File: src/rtl/uart_rcv.sv
// rtl/uart_rcv.sv - 8N1 UART receiver with mid-bit sampling and ready/framing/overrun flags.
module uart_rcv #(
  parameter int BAUD_DIV = 2604,
  parameter int HALF_DIV = BAUD_DIV / 2
) (
  input  logic       clk,
  input  logic       rst,
  input  logic       RX,
  input  logic       clr_rdy,
  output logic [7:0] rx_data,
  output logic       rdy,
  output logic       frm_err,
  output logic       ovr_err
);

  localparam logic [11:0] BAUD_LAST = 12'(BAUD_DIV - 1);
  localparam logic [11:0] HALF_LAST = 12'(HALF_DIV - 1);

  typedef enum logic [1:0] {IDLE, START, DATA, STOP} state_t;

  state_t      state;
  logic        sync1;
  logic        sync2;
  logic        sync_prev;
  logic [11:0] baud_cnt;
  logic [2:0]  bit_cnt;
  logic [7:0]  shift;

  always_ff @(posedge clk or posedge rst) begin
    if (rst) begin
      sync1     <= 1'b1;
      sync2     <= 1'b1;
      sync_prev <= 1'b1;
      state     <= IDLE;
      baud_cnt  <= 12'd0;
      bit_cnt   <= 3'd0;
      shift     <= 8'h00;
      rx_data   <= 8'h00;
      rdy       <= 1'b0;
      frm_err   <= 1'b0;
      ovr_err   <= 1'b0;
    end else begin
      sync1     <= RX;
      sync2     <= sync1;
      sync_prev <= sync2;

      // Frame-end updates below are later in the block, so they override this clear.
      if (clr_rdy) begin
        rdy     <= 1'b0;
        frm_err <= 1'b0;
        ovr_err <= 1'b0;
      end

      case (state)
        IDLE: begin
          baud_cnt <= 12'd0;
          if (!sync2 && sync_prev) state <= START;
        end
        START: begin
          if (baud_cnt == HALF_LAST) begin
            baud_cnt <= 12'd0;
            bit_cnt  <= 3'd0;
            state    <= sync2 ? IDLE : DATA;
          end else begin
            baud_cnt <= baud_cnt + 12'd1;
          end
        end
        DATA: begin
          if (baud_cnt == BAUD_LAST) begin
            baud_cnt <= 12'd0;
            shift    <= {sync2, shift[7:1]};
            bit_cnt  <= bit_cnt + 3'd1;
            if (bit_cnt == 3'd7) state <= STOP;
          end else begin
            baud_cnt <= baud_cnt + 12'd1;
          end
        end
        STOP: begin
          if (baud_cnt == BAUD_LAST) begin
            baud_cnt <= 12'd0;
            state    <= IDLE;
            if (sync2) begin
              rx_data <= shift;
              rdy     <= 1'b1;
              frm_err <= 1'b0;
              if (rdy) ovr_err <= 1'b1;
            end else begin
              frm_err <= 1'b1;
            end
          end else begin
            baud_cnt <= baud_cnt + 12'd1;
          end
        end
        default: state <= IDLE;
      endcase
    end
  end

endmodule

File: config.mk
export PLATFORM = sky130hd
export DESIGN_NAME = uart_rcv
export DESIGN_NICKNAME = d
export VERILOG_FILES = /design/src/rtl/uart_rcv.sv
export SDC_FILE = /design/constraint.sdc
export NUM_CORES = 1
export LEC_CHECK = 0
export ABC_AREA = 1
export BUFFER_PORTS_ARGS = -buffer_cell sky130_fd_sc_hd__buf_2
export CORE_ASPECT_RATIO = 1.5
export CORE_MARGIN = 2
export CORE_UTILIZATION = 49
export CTS_CLUSTER_DIAMETER = 80
export DETAILED_ROUTE_END_ITERATION = 8
export GPL_TIMING_DRIVEN = 1
export PLACE_DENSITY = 0.71
export SYNTH_ARGS = -nofsm -noshare
export SYNTH_HDL_FRONTEND = slang
export SYNTH_SLANG_ARGS = --single-unit
File: constraint.sdc
create_clock -name clk -period 1.5 [get_ports clk]
set_input_delay 0.3 -clock clk [delete_from_list [all_inputs] [get_ports clk]]
set_output_delay 0.3 -clock clk [all_outputs]
set_load 0.01 [all_outputs]
==> results.yml, run 1 <==
setup_path:
  worstPathMaxFanout: 5
  timing_worst_setup_path_type: "reg2reg"
  worstPathCellList: "inv_1 > nand2_1 > nor2_1 > nand3_2 > nand2_2 > buf_4 > o21ai_2 > nand2_1 > o21ai_0"
  crit_path_end_kind: "flip-flop"
  r2r_slack_ns: -0.01
  cpMostUsedCell: "nand2_1"
  slowest_delay_ns: 0.43
  reg2reg_depth: 9
  worstReg2RegStart: "baud_cnt[5]"
  crit_required_ns: 1.67
  slowest_stage: "dfrtp_1"
  arrival_ns: 1.68
  critical_path_buf_inv_count: 2
  start_kind: "flip-flop"
  r2r_end: "bit_cnt[0]"
  critPathTopFamily: "simple AND/OR/NAND/NOR gates"
  crit_start: "baud_cnt[5]"
synthesis:
  syn_nets: 216
  synth_area_per_cell_um2: 8.782
  synthCells: 208
  synth_common_cells: "nand2_1 (53), dfrtp_1 (36), inv_1 (31)"
  ys.flop_type: "dfrtp_1"
  synth.most_common_cell: "nand2_1"
  seq_area_frac_synth_pct: 53.63
  yosysTopAreaCellShare_pct: 49.32
  async_flop_share_pct: 100.0
  synth.cell_area_mm2: 0.001827
  synth_edf_count: 0
  synth_warnings: 0
  ys_top_cells_by_area: "dfrtp_1 (49%), nand2_1 (11%), inv_1 (6.4%), o21ai_2 (5.3%), dfstp_2 (4.3%)"
  yosysTopAreaCell: "dfrtp_1"
  synth.distinct_cells: 23
  synth-seq-cells: 39
clock_tree:
  numCtsBuffers: 5
  max-clock-path-buffers: 2
  clk_pin_slew_worst_paths_ns: 0.08
  root_buffer: "clkbuf_8"
  cts_num_sinks: 39
  cts_tree: "done"
  ctsHoldBuffers: 0
  htree_levels: 2
  clock_latency_ns: 0.29
pwr:
  p_sw_mw: 0.8807
  pwr-share-comb_pct: 25.7
  pwr-share-clk_pct: 32.4
  p_leak_nw: 1.139
  sw_frac_of_total_pct: 31.08
  seq_power_share_pct: 41.8
  powerDensity_mw_per_mm2: 1158
  intPower_mw: 1.953
  peakVddDrop_mv: 0.9306
place:
  gp_congestion: 0.7841
  port_buffers: 14
  placed_area_mm2: 0.002012
  dpl.hpwl_um: 2462
  dp.cells: 272
detailed_routing:
  drtPass1Iterations: 4
  vias_per_cell: 5.017
  vias: 1480
  drt_iter0_drc: 22
  drc: 0
  avgRoutedWirePerCell_um: 13.78
  ant_nets: 0
  routed_wl_um: 4064
global_route:
  grt_usage_pct: 21.35
  grt_pass1_vias: 1512
  top_usage_layer: "met2"
  grt_start_max_net_pins: 40
  grtUsageMet3_pct: 4.699
  globalRouteOverflowTotal: 0
  use_met1_pct: 21.98
  met2_usage_pct: 38.78
  grt_pass1_wl_um: 6458
  antenna_found_initial: 0
status:
  violations: "negative setup slack"
  status: "finished with violations"
final_layout:
  layout-drive-gt1-share_pct: 37.70
  layout.nets: 259
  area_growth_pct: 33.90
  antennaDiodeCount: 0
  postLayoutCellArea_mm2: 0.002446
  instances_no_fill: 295
floorplanning:
  die_h_um: 78.78
  start_util_pct: 50.54
  die_w_um: 53.86
  io_pins: 15
  core_area_mm2: 0.003615
  dieArea_mm2: 0.004243
  fp-row-count: 27
sta:
  hold_viol_final: 0
  drv_slew: 0
  max_freq_mhz: 660.6
  min_period_over_period_pct: 100.9
  worstMarginPinSlew_ns: 0.3560
  worst_slack_ns: -0.01389
  setup_viol: 2
  relSlewSlack_pct: 76.18
  timing.hold.ws_ns: 0.03597
  min_period_ns: 1.514
  rsz0062_at_grt: "yes"
  skew_ns: 0.006708
flow_run:
  cap_violations: 0
hold_path:
  hold_path_class: "in2async"
[cell usage in the layout, fill, tap and decap left out]
cell / netlist / layout
nand2_8: 0 / 3
buf_12: 0 / 2
buf_2: 0 / 14
clkinv_2: 0 / 1
nor2_2: 3 / 4
nor2_1: 19 / 16
nand3_2: 0 / 3
a21oi_2: 0 / 1
dfstp_2: 3 / 2
a21oi_1: 5 / 4
buf_4: 1 / 15
and3_1: 1 / 1
o21ai_1: 1 / 5
inv_1: 31 / 30
ha_1: 4 / 2
nand3_1: 9 / 6
nand4_1: 3 / 3
dfrtp_1: 36 / 36
inv_2: 1 / 2
nand2_1: 53 / 38
nand2_4: 1 / 8
dfstp_4: 0 / 1
ha_2: 0 / 1
o21ai_2: 11 / 11
nor2_4: 2 / 4
clkbuf_8: 0 / 6
nand2_2: 1 / 9
o21ai_0: 14 / 9
ha_4: 0 / 1
nor3_4: 1 / 1
bufinv_16: 0 / 1
nor3_1: 4 / 4
xor2_1: 3 / 3
o21ai_4: 0 / 1
buf_6: 1 / 4
[layer usage]
metal  share of wire (%)  up-vias
met5                   0        -
met4                 3.3        0
met3                 2.4       11
met1                  36      707
met2                  58       20
li1                    -      742
[state kept, by name (all words and copies together) (netlist names), named ones only]
signal / flops
baud_cnt: 12
bit_cnt: 3
frm_err: 1
ovr_err: 1
rdy: 1
rx_data: 8
shift: 8
state: 1
sync1: 1
sync2: 1
sync_prev: 1
[kinds of logic (layout without fill, tap and decap cells)]
family          Yosys count  count (layout)  synth area share, %
flops                    39              39                53.63
buf+inv                  34              75                7.603
simple gates             97             100                23.84
xor+xnor                  3               3                1.439
fa+ha+maj                 4               4                2.740
compound gates           31              31                10.75
[what timing repair did]
item	4_1_cts	5_1_grt
setup endpoints to repair	31	36
resized for setup	16	35
setup buffers	6	6
pin swaps	3	8
gates cloned	3	0
[final cells by class]
cell class / instances / area (um2)
fill: 271 / 1169
sequential: 39 / 983.4
multi-input combinational: 138 / 903.4
timing repair buffer: 35 / 267.8
inverter: 32 / 120.1
clock buffer: 6 / 82.58
tap: 43 / 53.80
clock inverter: 2 / 35.03
[power groups by stage]
stage	logic, mW	registers [mW]	clock network, mW
CTS	0.595	1.19	0.928
global route	0.804	1.20	0.965
floorplan	0.376	1.19	0
global placement	0.542	1.20	0
detailed placement	0.550	1.21	0
finish	0.729	1.19	0.919
[worst register-to-register path, cell delays in order (launching register included)]
cell	delay, ns
dfrtp_1	0.43
inv_1	0.15
nand2_1	0.06
nor2_1	0.15
nand3_2	0.14
nand2_2	0.11
buf_4	0.12
o21ai_2	0.07
nand2_1	0.07
o21ai_0	0.08
[metrics by stage]
step	worst slack, ns	utilization [%]	TNS (ns)	power [mW]
2_1_floorplan	0.03760	-	0	1.569
3_3_place_gp	0.01641	55.66	0	1.746
3_5_place_dp	-0.04887	55.66	-0.3593	1.757
4_1_cts	-0.02004	62.86	-0.03844	2.710
5_1_grt	-0.09469	67.67	-1.650	2.970
6_report	-0.01389	67.67	-0.01457	2.834
[how the worst max path moves through the flow]
stage	end	slack, ns	cells past startpoint
floorplan	frm_err	0.04	9
global placement	rx_data[0]	0.02	8
detailed placement	rx_data[3]	-0.05	8
CTS	ovr_err	-0.02	9
global route	bit_cnt[0]	-0.09	9
finish	bit_cnt[0]	-0.01	9
(Power assumes the default switching activity.)
==> run 2: changes to the inputs <==
--- a/config.mk
+++ b/config.mk
@@ -7,13 +7,15 @@
 export LEC_CHECK = 0
 export ABC_AREA = 1
 export BUFFER_PORTS_ARGS = -buffer_cell sky130_fd_sc_hd__buf_2
+export CELL_PAD_IN_SITES_DETAIL_PLACEMENT = 0
+export CELL_PAD_IN_SITES_GLOBAL_PLACEMENT = 1
 export CORE_ASPECT_RATIO = 1.5
 export CORE_MARGIN = 2
-export CORE_UTILIZATION = 49
+export CORE_UTILIZATION = 40
 export CTS_CLUSTER_DIAMETER = 80
 export DETAILED_ROUTE_END_ITERATION = 8
 export GPL_TIMING_DRIVEN = 1
-export PLACE_DENSITY = 0.71
+export PLACE_DENSITY = 0.75
 export SYNTH_ARGS = -nofsm -noshare
 export SYNTH_HDL_FRONTEND = slang
 export SYNTH_SLANG_ARGS = --single-unit
==> run 2 against run 1 <==
Power shrank 1.3%. Highest routed layer unchanged. The flow now finishes without violations. First-iteration DRC count is 9.1% higher. Fmax grew 1.8%. Sequential cell count unchanged. Clock power is 5.2% lower. Largest cell class unchanged.
==> results.yml, run 2 (synthesis results as in run 1) <==
sta:
  min_period_ns: 1.488
  setup_viol: 0
  worst_slack_ns: 0.01245
  drv_slew: 0
  min_period_over_period_pct: 99.17
  rsz0062_at_grt: "yes"
  worstMarginPinSlew_ns: 0.3458
  fin_setup_tns_ns: 0
  max_freq_mhz: 672.2
  skew_ns: 0.006011
  timing.hold.ws_ns: 0.03965
  hold_viol_final: 0
  relSlewSlack_pct: 76.86
global_route:
  grt_usage_pct: 16.40
  antenna_found_initial: 0
  grt_pass1_vias: 1466
  globalRouteOverflowTotal: 0
  grt_pass1_wl_um: 6354
  grt_start_max_net_pins: 23
setup_path:
  crit_end: "rx_data[6]"
  cpMostUsedCell: "nand2_2"
  path_depth: 9
  critPathTopFamily: "simple AND/OR/NAND/NOR gates"
  critical_path_buf_inv_count: 1
  worstReg2RegStart: "baud_cnt[0]"
  start_kind: "flip-flop"
  crit_start: "baud_cnt[0]"
  r2r_slack_ns: 0.01
  crit_path_end_kind: "flip-flop"
  crit_required_ns: 1.69
  timing_worst_setup_path_type: "reg2reg"
  reg2reg_depth: 9
  arrival_ns: 1.68
  r2r_end: "rx_data[6]"
  worstPathCellList: "ha_2 > nand2_2 > nor3_4 > nand2_2 > nor2_4 > buf_12 > nand2_4 > nand2_2 > o21ai_2"
  worstPathMaxFanout: 4
  slowest_delay_ns: 0.38
  slowest_stage: "dfrtp_1"
place:
  post-place-ws_ns: -0.04043
  dp.cells: 278
  gp_congestion: 0.8272
  dpl.hpwl_um: 2664
  port_buffers: 14
pwr:
  p_leak_nw: 1.094
  seq_power_share_pct: 42.7
  sw_frac_of_total_pct: 31.51
  pwr-share-comb_pct: 26.2
  intPower_mw: 1.916
  pwr-share-clk_pct: 31.1
  peakVddDrop_mv: 0.6117
  p_sw_mw: 0.8818
  powerDensity_mw_per_mm2: 1185
floorplanning:
  dieArea_mm2: 0.005134
  die_w_um: 59.18
  core_area_mm2: 0.004467
  die_h_um: 86.77
  start_util_pct: 40.90
  io_pins: 15
  fp-row-count: 30
final_layout:
  layout.nets: 254
  instances_no_fill: 295
  top_regs: "baud_cnt x12, rx_data x8, shift x8"
  final_core_util_pct: 52.89
  layout_commonest_cell: "nand2_1"
  area_growth_pct: 29.32
  layout-drive-gt1-share_pct: 37.25
  antennaDiodeCount: 0
  final_cell_mix: "nand2_1 (40), dfrtp_1 (35), inv_1 (29)"
  regMostFlops: "baud_cnt"
  largest_register_ffs: 12
detailed_routing:
  drc: 0
  routed_wl_um: 3750
  avgRoutedWirePerCell_um: 12.71
  drt_iter0_drc: 24
  drtPass1Iterations: 4
  vias_per_cell: 4.810
  vias: 1419
  ant_nets: 0
clock_tree:
  htree_levels: 2
  numCtsBuffers: 5
  clock_latency_ns: 0.29
  cts_num_sinks: 39
  ctsHoldBuffers: 0
  clk_pin_slew_worst_paths_ns: 0.08
  cts_tree: "done"
  max-clock-path-buffers: 2
  root_buffer: "clkbuf_8"
status:
  status: "finished clean"
flow_run:
  cap_violations: 0
hold_path:
  hold_path_class: "in2async"
-- run 2: cell count changes in the layout (fill, tap and decap cells not counted), moves of 3 or more --
cell     change
a21oi_1      -3
a21oi_2      +3
buf_4        -5
nor2_2       +3
-- run 2: tightest hold or removal path: cells and delay by family --
kind	cells	cell delay, ns
buffers and inverters	3	0.40
-- run 2: timing repair --
action                     CTS  global route
pin swaps                    3             6
resized for setup            6            39
cloned                       0             3
hold endpoints to repair     0             0
setup buffers                2             4
setup endpoints to repair   30            31
-- run 2: how the worst min path moves through the flow --
stage	from	slack, ns	cells past startpoint	end
after global placement	sync1	0.35	0	sync2
after floorplan	RX	0.30	0	sync1
final	rst	0.04	3	baud_cnt[4]
after detailed placement	sync1	0.35	0	sync2
after CTS	rst	0.04	3	bit_cnt[0]
after global routing	rst	0.07	3	bit_cnt[0]
-- run 2: through the flow --
stage / area, um2 / total power, mW
after floorplan: 1827 / 1.569
after global placement: 2026 / 1.763
after detailed placement: 2026 / 1.764
after CTS: 2175 / 2.712
after global routing: 2362 / 2.972
final: 2362 / 2.798
-- run 2: layout make-up --
cell class                 instances  area [um2]
clock buffer                       6       72.57
clock inverter                     2       37.54
fill                             437        2105
inverter                          32       120.1
multi-input combinational        138       860.8
sequential                        39       980.9
tap                               48       60.06
timing repair buffer              30       230.2
-- run 2: power groups by stage --
stage               clock [mW]  sequential, mW  combinational (mW)
global placement             0            1.21               0.552
global route             0.931            1.20               0.836
CTS                      0.893            1.19               0.631
floorplan                    0            1.19               0.376
detailed placement           0            1.21               0.553
finish                   0.871            1.19               0.734
-- run 2: per-layer routing --
metal	global-route usage (%)	vias up	wire, um
li1	-	726	-
met1	18.50	674	1478
met2	29.70	13	2142
met3	3.134	6	71
met4	6.198	0	57
met5	0	-	0
==> run 3: changes to the inputs <==
==> config.mk (replaced) <==
export PLATFORM = sky130hd
export DESIGN_NAME = uart_rcv
export DESIGN_NICKNAME = d
export VERILOG_FILES = /design/src/rtl/uart_rcv.sv
export SDC_FILE = /design/constraint.sdc
export NUM_CORES = 1
export LEC_CHECK = 0
export BUFFER_PORTS_ARGS = -buffer_cell sky130_fd_sc_hd__buf_2
export CELL_PAD_IN_SITES_DETAIL_PLACEMENT = 0
export CELL_PAD_IN_SITES_GLOBAL_PLACEMENT = 1
export CORE_ASPECT_RATIO = 1.5
export CORE_MARGIN = 2
export CORE_UTILIZATION = 42
export CTS_CLUSTER_DIAMETER = 80
export DETAILED_ROUTE_END_ITERATION = 8
export GPL_TIMING_DRIVEN = 1
export PLACE_DENSITY = 0.74
export SYNTH_ARGS = -nofsm -noshare
export SYNTH_HDL_FRONTEND = slang
export SYNTH_SLANG_ARGS = --single-unit
export TNS_END_PERCENT = 1
==> run 3 against run 2 <==
The flow now finishes with violations (negative setup slack). Worst setup slack worse by 0.31 ns. Wire length down 12%. Register-to-register slack worse by 0.31 ns. Die area down 8.8%. First-iteration DRC count up 75%. Combinational power down 27%. Count of clock-buffer cells in the layout down 1. Critical path depth down 4.
==> results.yml, run 3 <==
status:
  status: "finished with violations"
  violations: "negative setup slack"
global_route:
  grt_pass1_wl_um: 5816
  antenna_found_initial: 0
  grt_usage_pct: 15.99
  grt_pass1_vias: 1230
  grt_start_max_net_pins: 40
  globalRouteOverflowTotal: 0
detailed_routing:
  vias_per_cell: 5.113
  avgRoutedWirePerCell_um: 14.28
  routed_wl_um: 3285
  vias: 1176
  ant_nets: 0
  drt_iter0_drc: 42
  drc: 0
  drtPass1Iterations: 4
floorplanning:
  die_w_um: 56.54
  core_area_mm2: 0.003959
  fp-row-count: 28
  dieArea_mm2: 0.004682
  io_pins: 15
  start_util_pct: 43.93
  die_h_um: 82.81
clock_tree:
  numCtsBuffers: 5
  clk_pin_slew_worst_paths_ns: 0.08
  htree_levels: 2
  clock_latency_ns: 0.29
  root_buffer: "clkbuf_8"
  cts_tree: "done"
  max-clock-path-buffers: 2
  cts_num_sinks: 39
sta:
  min_period_over_period_pct: 119.9
  setup_viol: 33
  worst_slack_ns: -0.2992
  hold_viol_final: 0
  max_freq_mhz: 555.8
  drv_slew: 0
  min_period_ns: 1.799
  worstMarginPinSlew_ns: 0.4883
  rsz0062_at_grt: "yes"
  skew_ns: 0.008432
  relSlewSlack_pct: 67.45
  fin_setup_tns_ns: -3.989
final_layout:
  antennaDiodeCount: 0
  final_cell_mix: "dfrtp_1 (36), buf_4 (21), nor2_1 (14), buf_2 (14), mux2_4 (11)"
  layout_commonest_cell: "dfrtp_1"
  largest_register_ffs: 12
  area_growth_pct: 30.65
  regMostFlops: "baud_cnt"
  layout-drive-gt1-share_pct: 39.46
  top_regs: "baud_cnt x12, rx_data x8, shift x8"
  layout.nets: 192
  fillerInstances: 330
pwr:
  pwr-share-comb_pct: 19.2
  sw_frac_of_total_pct: 25.37
  total_power_mw: 2.786
  p_leak_nw: 1.157
  pwr-share-clk_pct: 36.6
  peakVddDrop_mv: 0.9668
  seq_power_share_pct: 44.2
  p_sw_mw: 0.7068
  powerDensity_mw_per_mm2: 1226
  intPower_mw: 2.079
setup_path:
  worstPathCellList: "nor4b_4 > nand4_4 > nor3_4 > buf_12 > mux2_2"
  worstPathMaxFanout: 8
  slowest_stage: "dfrtp_1"
  critPathTopFamily: "simple AND/OR/NAND/NOR gates"
  crit_path_end_kind: "flip-flop"
  start_kind: "flip-flop"
  timing_worst_setup_path_type: "reg2reg"
  crit_required_ns: 1.68
  arrival_ns: 1.98
  critical_path_buf_inv_count: 1
  slowest_delay_ns: 0.41
synthesis:
  ys_top_cells_by_area: "dfrtp_1 (52%), mux2_2 (9.7%), dfstp_2 (4.5%), xor2_1 (4.5%), nor2_1 (3.0%)"
  synth_warnings: 0
  yosysTopAreaCell: "dfrtp_1"
  synth.cell_area_mm2: 0.001739
  syn_nets: 149
  synth-seq-cells: 39
  seq_area_frac_synth_pct: 56.33
  synth_edf_count: 0
  synth_area_per_cell_um2: 12.33
  synth.distinct_cells: 33
  async_flop_share_pct: 100.0
  synthCells: 141
  yosysTopAreaCellShare_pct: 51.80
  synth_common_cells: "dfrtp_1 (36), mux2_2 (15), nor2_1 (14)"
  synth.most_common_cell: "dfrtp_1"
  ys.flop_type: "dfrtp_1"
place:
  dpl.hpwl_um: 2437
  gp_congestion: 0.8398
  port_buffers: 14
hold_path:
  hold_path_class: "in2async"
flow_run:
  cap_violations: 0
## run 3: cell count changes in the layout (fill, tap and decap cells not counted), sizes merged, moves of 4 or more
cell / change
nand2: -48
inv: -25
o21ai: -22
mux2: +15
nor2: -10
buf: +8
xor2: +6
nand3: -4
nor3: -4
## run 3: power groups by stage
stage | Sequential, mW | Combinational [mW] | Clock [mW]
floorplan | 1.28 | 0.258 | 0
global placement | 1.24 | 0.502 | 0
detailed placement | 1.25 | 0.511 | 0
CTS | 1.23 | 0.538 | 1.06
global route | 1.24 | 0.594 | 1.10
finish | 1.23 | 0.534 | 1.02
## run 3: metal layers
metal	wire length, um	GRT usage, %	up-vias
li1	-	-	579
met1	1269	17.66	573
met2	1839	28.22	17
met3	93	3.583	7
met4	83	7.576	0
met5	0	0	-
## run 3: final cells by class
| type | instances | area, um2 | share of cell area [%] |
|---|---|---|---|
| sequential | 39 | 979.7 | 43.12 |
| multi-input combinational | 93 | 803.3 | 35.35 |
| timing repair buffer | 38 | 270.3 | 11.89 |
| clock buffer | 5 | 68.82 | 3.029 |
| clock inverter | 3 | 67.56 | 2.974 |
| tap | 45 | 56.30 | 2.478 |
| inverter | 7 | 26.28 | 1.156 |
## run 3: stage by stage
| step | cells | hold WS, ns | instance area [um2] | utilization [%] | setup slack (ns) |
|---|---|---|---|---|---|
| floorplan | 141 | 0.3045 | 1752 | - | -0.2880 |
| global placement | 221 | 0.3474 | 2054 | 51.90 | -0.2382 |
| detailed placement | 221 | 0.3526 | 2054 | 51.90 | -0.2862 |
| CTS | 229 | 0.1003 | 2246 | 56.73 | -0.2873 |
| global route | 230 | 0.09721 | 2272 | 57.40 | -0.3593 |
| finish | 230 | 0.1097 | 2272 | 57.40 | -0.2992 |
## run 3: kinds of logic after synthesis
logic type                 synth area share (%)
muxes                                     11.44
buffers and inverters                     2.014
xor gates and xnor gates                  5.036
DFF                                       56.33
and+or+nand+nor                           18.20
AOI/OAI and AO/OA                         4.101
adders and majority gates                 2.878
## run 3: tightest hold or removal path, delay by kind of cell
family	cells	cell delay (ns)
buffers and inverters	3	0.54
## run 3: worst paths after layout
path	from	endpoint	slack (ns)	cells past startpoint
min reg2reg	sync1	sync2	0.36	0
max in group asynchronous	rst	sync1	1.03	3
min in group clk	RX	sync1	0.11	1
max	baud_cnt[4]	rx_data[6]	-0.30	5
max reg2reg	baud_cnt[4]	rx_data[6]	-0.30	5
min	rst	rdy	0.11	3
## run 3: timing repair
action	4_1_cts	5_1_grt
pin swaps	3	5
gates resized for setup	12	6
setup buffers	0	1
hold endpoints to repair	0	0
setup endpoints to repair	34	36
hold buffers	0	0
